`config.mk`:
```
export PLATFORM = sky130hd
export DESIGN_NAME = line_follower_pid
export DESIGN_NICKNAME = d
export VERILOG_FILES = /design/src/rtl/line_follower_pid.sv
export SDC_FILE = /design/constraint.sdc
export NUM_CORES = 1
export LEC_CHECK = 0
export CAP_MARGIN = 10
export CORE_MARGIN = 5
export CORE_UTILIZATION = 52
export CTS_BUF_LIST = sky130_fd_sc_hd__clkbuf_2 sky130_fd_sc_hd__clkbuf_4 sky130_fd_sc_hd__clkbuf_8
export DETAILED_ROUTE_END_ITERATION = 6
export GPL_TIMING_DRIVEN = 0
export PLACE_DENSITY = 0.73
export SLEW_MARGIN = 10
export SYNTH_ARGS = -nofsm -noshare
export SYNTH_HDL_FRONTEND = slang
export SYNTH_SLANG_ARGS = --single-unit
```
`constraint.sdc`:
```
create_clock -name clk_50M -period 9.6 [get_ports clk_50M]
set_input_delay 1.92 -clock clk_50M [delete_from_list [all_inputs] [get_ports clk_50M]]
set_output_delay 1.92 -clock clk_50M [all_outputs]
set_load 0.005 [all_outputs]
```
`src/rtl/line_follower_pid.sv`:
```
// Clocked line follower: strobed LFA sampling, two-stage classify/PID pipeline,
// follow/node/lost sequencing and H-bridge direction plus PWM duty outputs.
module line_follower_pid #(
  parameter int unsigned ADC_W        = 12,
  parameter int unsigned DUTY_W       = 4,
  parameter int unsigned TH_HI        = 1200,
  parameter int unsigned BASE_DUTY    = 8,
  parameter int          KP           = 1,
  parameter int          KD           = 1,
  parameter int          KI           = 1,
  parameter int unsigned INT_MAX      = 4,
  parameter int unsigned NODE_W       = 4,
  parameter int unsigned NODE_HOLD    = 3,
  parameter int unsigned LOST_SAMPLES = 4
) (
  input  logic              clk_50M,
  input  logic              reset,
  input  logic              enable,
  input  logic              sample_valid,
  input  logic [ADC_W-1:0]  left,
  input  logic [ADC_W-1:0]  middle,
  input  logic [ADC_W-1:0]  right,
  output logic              m1_a,
  output logic              m1_b,
  output logic              m2_a,
  output logic              m2_b,
  output logic [DUTY_W-1:0] dc1,
  output logic [DUTY_W-1:0] dc2,
  output logic [NODE_W-1:0] node_count,
  output logic              node_pulse,
  output logic [1:0]        state
);

  localparam int unsigned CW     = 32;
  localparam int unsigned INT_W  = 16;
  localparam int unsigned HOLD_W = (NODE_HOLD > 0) ? $clog2(NODE_HOLD + 1) : 1;
  localparam int unsigned LOST_W = (LOST_SAMPLES > 0) ? $clog2(LOST_SAMPLES + 1) : 1;

  localparam logic signed [INT_W-1:0] IMAX      = INT_W'(INT_MAX);
  localparam logic signed [INT_W-1:0] IMIN      = -IMAX;
  localparam logic signed [CW-1:0]    BASE_S    = CW'(BASE_DUTY);
  localparam logic signed [CW-1:0]    DMAX_S    = CW'((1 << DUTY_W) - 1);
  localparam logic [DUTY_W-1:0]       BASE_D    = DUTY_W'(BASE_DUTY);
  localparam logic [HOLD_W-1:0]       HOLD_INIT = HOLD_W'(NODE_HOLD);
  localparam logic [LOST_W-1:0]       LOST_LIM  = LOST_W'(LOST_SAMPLES);

  // Direction pins packed as {m1_a, m1_b, m2_a, m2_b}
  localparam logic [3:0] DIR_STOP = 4'b0000;
  localparam logic [3:0] DIR_FWD  = 4'b1010;
  localparam logic [3:0] DIR_PIVR = 4'b1001;
  localparam logic [3:0] DIR_PIVL = 4'b0110;

  typedef enum logic [1:0] {
    ST_IDLE   = 2'd0,
    ST_FOLLOW = 2'd1,
    ST_NODE   = 2'd2,
    ST_LOST   = 2'd3
  } state_e;

  function automatic logic [DUTY_W-1:0] sat_duty(input logic signed [CW-1:0] v);
    if (v < 0)           sat_duty = '0;
    else if (v > DMAX_S) sat_duty = DUTY_W'(DMAX_S);
    else                 sat_duty = DUTY_W'(v);
  endfunction

  // ---------------- stage 1: threshold and error classification ----------
  logic              s1_vld_q, s1_vld_d;
  logic signed [2:0] e_q, e_d;
  logic              all_on_q, all_on_d;
  logic              all_off_q, all_off_d;
  logic              on_l, on_m, on_r;

  always_comb begin
    s1_vld_d  = sample_valid;
    e_d       = e_q;
    all_on_d  = all_on_q;
    all_off_d = all_off_q;
    on_l      = left   > ADC_W'(TH_HI);
    on_m      = middle > ADC_W'(TH_HI);
    on_r      = right  > ADC_W'(TH_HI);
    if (sample_valid) begin
      all_on_d  = on_l & on_m & on_r;
      all_off_d = ~(on_l | on_m | on_r);
      case ({on_l, on_m, on_r})
        3'b100:  e_d = -3'sd2;
        3'b110:  e_d = -3'sd1;
        3'b011:  e_d = 3'sd1;
        3'b001:  e_d = 3'sd2;
        default: e_d = 3'sd0;
      endcase
    end
  end

  always_ff @(posedge clk_50M or posedge reset) begin
    if (reset) begin
      s1_vld_q  <= 1'b0;
      e_q       <= '0;
      all_on_q  <= 1'b0;
      all_off_q <= 1'b0;
    end else begin
      s1_vld_q  <= s1_vld_d;
      e_q       <= e_d;
      all_on_q  <= all_on_d;
      all_off_q <= all_off_d;
    end
  end

  // ---------------- stage 2: PID datapath ----------------------------------
  logic signed [INT_W-1:0] integ_q, integ_d;
  logic signed [INT_W-1:0] integ_sum, integ_nxt;
  logic signed [2:0]       prev_q, prev_d;
  logic signed [CW-1:0]    corr;
  logic [DUTY_W-1:0]       duty1, duty2;

  always_comb begin
    integ_sum = integ_q + INT_W'(e_q);
    if (integ_sum > IMAX)      integ_nxt = IMAX;
    else if (integ_sum < IMIN) integ_nxt = IMIN;
    else                       integ_nxt = integ_sum;
    corr  = CW'(KP) * CW'(e_q)
          + CW'(KD) * (CW'(e_q) - CW'(prev_q))
          + CW'(KI) * CW'(integ_nxt);
    duty1 = sat_duty(BASE_S + corr);
    duty2 = sat_duty(BASE_S - corr);
  end

  // ---------------- stage 2: sequencing FSM and output registers ----------
  state_e              state_q, state_d;
  logic                last_neg_q, last_neg_d;
  logic [LOST_W-1:0]   lost_q, lost_d, lost_inc;
  logic [HOLD_W-1:0]   hold_q, hold_d;
  logic [NODE_W-1:0]   node_cnt_q, node_cnt_d;
  logic                node_pulse_q, node_pulse_d;
  logic [3:0]          dir_q, dir_d, pivot;
  logic [DUTY_W-1:0]   dc1_q, dc1_d, dc2_q, dc2_d;
  logic                pid_run;

  always_comb begin
    state_d      = state_q;
    integ_d      = integ_q;
    prev_d       = prev_q;
    last_neg_d   = last_neg_q;
    lost_d       = lost_q;
    hold_d       = hold_q;
    node_cnt_d   = node_cnt_q;
    node_pulse_d = 1'b0;
    dir_d        = dir_q;
    dc1_d        = dc1_q;
    dc2_d        = dc2_q;
    pid_run      = 1'b0;
    lost_inc     = lost_q + LOST_W'(1);
    pivot        = last_neg_q ? DIR_PIVL : DIR_PIVR;

    if (!enable) begin
      state_d    = ST_IDLE;
      integ_d    = '0;
      prev_d     = '0;
      last_neg_d = 1'b0;
      lost_d     = '0;
      hold_d     = '0;
      dir_d      = DIR_STOP;
      dc1_d      = '0;
      dc2_d      = '0;
    end else if (s1_vld_q) begin
      case (state_q)
        // The first enabled sample out of IDLE is handled as a FOLLOW sample
        ST_IDLE, ST_FOLLOW: begin
          if (all_on_q) begin
            state_d      = ST_NODE;
            node_cnt_d   = node_cnt_q + NODE_W'(1);
            node_pulse_d = 1'b1;
            hold_d       = HOLD_INIT;
            integ_d      = '0;
            lost_d       = '0;
            dir_d        = DIR_FWD;
            dc1_d        = BASE_D;
            dc2_d        = BASE_D;
          end else if (all_off_q && (lost_inc >= LOST_LIM)) begin
            state_d = ST_LOST;
            lost_d  = lost_inc;
            integ_d = '0;
            dir_d   = pivot;
            dc1_d   = BASE_D;
            dc2_d   = BASE_D;
          end else begin
            state_d = ST_FOLLOW;
            lost_d  = all_off_q ? lost_inc : '0;
            pid_run = 1'b1;
          end
        end
        ST_NODE: begin
          if ((hold_q == '0) && !all_on_q) begin
            state_d = ST_FOLLOW;
            pid_run = 1'b1;
          end else begin
            if (hold_q != '0) hold_d = hold_q - HOLD_W'(1);
            dir_d = DIR_FWD;
            dc1_d = BASE_D;
            dc2_d = BASE_D;
          end
        end
        ST_LOST: begin
          if (!all_off_q) begin
            state_d = ST_FOLLOW;
            lost_d  = '0;
            pid_run = 1'b1;
          end else begin
            integ_d = '0;
            dir_d   = pivot;
            dc1_d   = BASE_D;
            dc2_d   = BASE_D;
          end
        end
      endcase

      // last_neg remembers the sign of the last nonzero error for LOST pivoting
      if (pid_run) begin
        integ_d = integ_nxt;
        prev_d  = e_q;
        if (e_q != 3'sd0) last_neg_d = e_q[2];
        dir_d   = DIR_FWD;
        dc1_d   = duty1;
        dc2_d   = duty2;
      end
    end
  end

  always_ff @(posedge clk_50M or posedge reset) begin
    if (reset) begin
      state_q      <= ST_IDLE;
      integ_q      <= '0;
      prev_q       <= '0;
      last_neg_q   <= 1'b0;
      lost_q       <= '0;
      hold_q       <= '0;
      node_cnt_q   <= '0;
      node_pulse_q <= 1'b0;
      dir_q        <= DIR_STOP;
      dc1_q        <= '0;
      dc2_q        <= '0;
    end else begin
      state_q      <= state_d;
      integ_q      <= integ_d;
      prev_q       <= prev_d;
      last_neg_q   <= last_neg_d;
      lost_q       <= lost_d;
      hold_q       <= hold_d;
      node_cnt_q   <= node_cnt_d;
      node_pulse_q <= node_pulse_d;
      dir_q        <= dir_d;
      dc1_q        <= dc1_d;
      dc2_q        <= dc2_d;
    end
  end

  assign {m1_a, m1_b, m2_a, m2_b} = dir_q;
  assign dc1        = dc1_q;
  assign dc2        = dc2_q;
  assign node_count = node_cnt_q;
  assign node_pulse = node_pulse_q;
  assign state      = state_q;

endmodule

```
==> out/qor.csv <==
stage;metric;value;unit
clock_tree;cts_resized;0;
clock_tree;hold_buffers;0;
floorplan;die_w;110.4;um
placement;portBuffers;57;
logic_synthesis;yosysWarningCount;0;
route;wire_per_inst;15.57;um
clock_tree;clock_latency;0.31;ns
setup_path;crit_type;reg -> reg;
logic_synthesis;async_flop_share;100.0;%
route;drt_pre_antenna_iters;5;
logic_synthesis;syn_nets;726;
grt;antenna_found_initial;0;
final_layout;final_nets;791;
worst_hold_path;holdCritStartpoint;node_count[3];
clock_tree;cts_root_buffer;clkbuf_8;
setup_path;rr_startpoint;e_q[2];
setup_path;critPathLaunchType;flop;
timing;rsz0062_at_grt;false;
floorplan;rows;36;
timing;fmax;0.1145;GHz
logic_synthesis;netlist.area_leader.share;23.85;%
grt;grt_usage;21.62;%
timing;finalCriticalPeriod;8.737;ns
route;drtIter0Drc;329;
run_status;run_status;finished clean;
logic_synthesis;synth_top_cell_by_area;dfrtp_1;
setup_path;r2r-end;dc1[3];
final_layout;layout-drive-gt1-share;7.914;%
logic_synthesis;synth.avg_cell_area;8.339;sq um
timing;setup-violations-final;0;
setup_path;end_kind;flop;
setup_path;r2r.worst_path.cells;26;
placement;hpwlAfterDp;10540;um
worst_hold_path;whs_endpoint;node_count[3];
timing;min_period_over_period;91.01;%
final_layout;finalNonFillerCells;828;
setup_path;cp_max_fo;17;
route;ant_nets;0;
clock_tree;cts-root-to-sink-buffers;2;
route;vias_per_cell;5.872;
power;power.density;212.4;nW/um^2
grt;grt_first_pass_wirelength;22870;um
route;drc;0;
floorplan;pin_count;59;
timing;worstMarginPinSlew;1.074;ns
clock_tree;cts_tree;done;
timing;slew_violations;0;
grt;grt_pass1_vias;4859;
timing;fin_ws;0.8626;ns
floorplan;core-area;9819;sq um
clock_tree;post-cts-setup-buffers;0;
final_layout;diodes;0;
power;power_leakage;2.725;nW
timing;clock_skew;0.01225;ns
final_layout;final_common_cell;nand2_1;
timing;final_hold_viol_count;0;
grt;grt_overflow_total;0;
setup_path;required;9.79;ns
route;routed_wl;12890;um
setup_path;reg2reg_slack;0.86;ns
logic_synthesis;synth_area;5245;sq um
logic_synthesis;ys_top_cells_by_area;dfrtp_1 24%, ha_1 9.5%, fa_1 6.5%, nand2_1 4.5%, inv_1 4.4%;
worst_hold_path;hold_class;reg -> reg;
setup_path;worstPathArrival;8.93;ns
logic_synthesis;synth_edf_count;0;
power;totalPowerFinal;1.300;mW
final_layout;most-common-layout-cells;63 x nand2_1, 60 x inv_1, 57 x clkdlybuf4s50_1;
placement;post-place-ws;0.9638;ns
logic_synthesis;synth_flop_cell;dfrtp_1;
floorplan;chipHeight;110.4;um
placement;dpl.cell_count;820;
flow_run;max_cap_violations;0;
final_layout;syn_to_final_growth;16.67;%
clock_tree;cts_inserted_buffers;5;
clock_tree;htree_levels;2;
logic_synthesis;ys_seq_elements;50;
logic_synthesis;synth_cell_types;79;
logic_synthesis;seq_area_frac_synth;23.85;%
route;dr_total_vias;4862;
floorplan;initial_core_util;53.41;%
timing;max_slew_margin;26.56;%
logic_synthesis;synthCells;629;
power;vdd_ir_drop_max;0.1347;mV
clock_tree;clkTransAtPathRegs;0.10;ns
clock_tree;cts_sinks;50;
worst_hold_path;hold_path_depth;1;
floorplan;die_area;12190;sq um
timing;timing.setup.tns;0;ns
placement;gp_congestion;0.9009;
grt;grt_max_degree;30;
layer usage:
| metal | vias to the layer above | track usage [%] | part of all wire (%) |
|---|---|---|---|
| met4 | 0 | 4.269 | 1.0 |
| li1 | 2420 | - | - |
| met5 | - | 0 | 0 |
| met3 | 11 | 3.063 | 4.2 |
| met2 | 98 | 36.77 | 48 |
| met1 | 2333 | 29.45 | 46 |
where the power goes:
group / switching, mW / total (mW) / internal, mW
sequential: 0.0242 / 0.260 / 0.236
combinational: 0.527 / 0.883 / 0.356
clock: 0.0772 / 0.157 / 0.0795
per-stage QoR:
stage / cell area, sq um / hold slack [ns] / util, %
6_report: 6120 / 0.4770 / 62.32
5_1_grt: 6120 / 0.5214 / 62.32
4_1_cts: 6120 / 0.4835 / 62.32
3_5_place_dp: 6002 / 0.4664 / 61.12
3_3_place_gp: 5982 / 0.4643 / 60.92
2_1_floorplan: 5245 / 0.4538 / -
worst max-delay path, stage by stage (launching register included):
cell and delay, ns:
dfrtp_1 0.82, ha_1 0.41, a21o_1 0.20, a2111oi_0 0.85, o31ai_1 0.12, a311o_1 0.41
a21o_1 0.21, a21oi_1 0.18, xnor2_1 0.14, or3_1 0.39, ha_1 0.38, clkbuf_1 0.32
or2_2 0.19, nand2_1 0.08, fa_1 0.49, inv_1 0.04, ha_1 0.28, buf_4 0.17
a21oi_2 0.28, o21ai_1 0.09, a31oi_1 0.34, xnor2_1 0.30, nand4_1 0.30, or4_1 0.61
or4_4 0.54, a2111oi_2 0.37, nor2_1 0.08
worst max-delay path by stage:
stage	to	from	slack, ns
2_1_floorplan	dc1[3]	e_q[2]	2.24
3_3_place_gp	dc1[3]	e_q[2]	1.09
3_5_place_dp	dc1[3]	e_q[2]	0.96
4_1_cts	dc1[3]	e_q[2]	0.94
5_1_grt	dc1[3]	e_q[2]	0.30
6_report	dc1[3]	e_q[2]	0.86
synth_stat cells, drive strengths merged (8+ instances only):
cell type and n:
nor2b 11, nand3 13, or4 9, clkbuf 12
inv 61, dfrtp 50, fa 17, xor2 12
nor3 17, nand4 8, a32o 15, and2 8
o21a 8, a21o 14, a211oi 11, a21oi 34
o21ai 35, nand2 63, or2 18, xnor2 20
ha 40, nor2 39, buf 8
final cells by class:
type,count,area (sq um)
well taps,133,166.4
plain buffers,20,92.59
inverters,61,229.0
repair buffers,58,590.6
flip-flops and latches,50,1251
fillers,920,3700
clock buffers,5,68.82
multi-input cells,498,3672
clock inverters,3,48.80
state kept, by name (all words and copies together) (netlist names):
register and cells:
all_off_q 1, last_neg_q 1, s1_vld_q 1, dc1 4, e_q 3, prev_q 3, hold_q 2, dir_q 4
node_pulse 1, dc2 4, node_count 4, integ_q 16, state 2, lost_q 3, all_on_q 1
cells by family after synthesis:
group                    synth area share (%)
AND/OR/NAND/NOR                         21.49
AO/OA/AOI/OAI                           25.98
buffers and inverters                   6.131
adder cells (fa/ha/maj)                 16.03
flip-flops                              23.85
XOR/XNOR                                5.487
multiplexers                            1.026
Power figures use the tool's default switching activity.
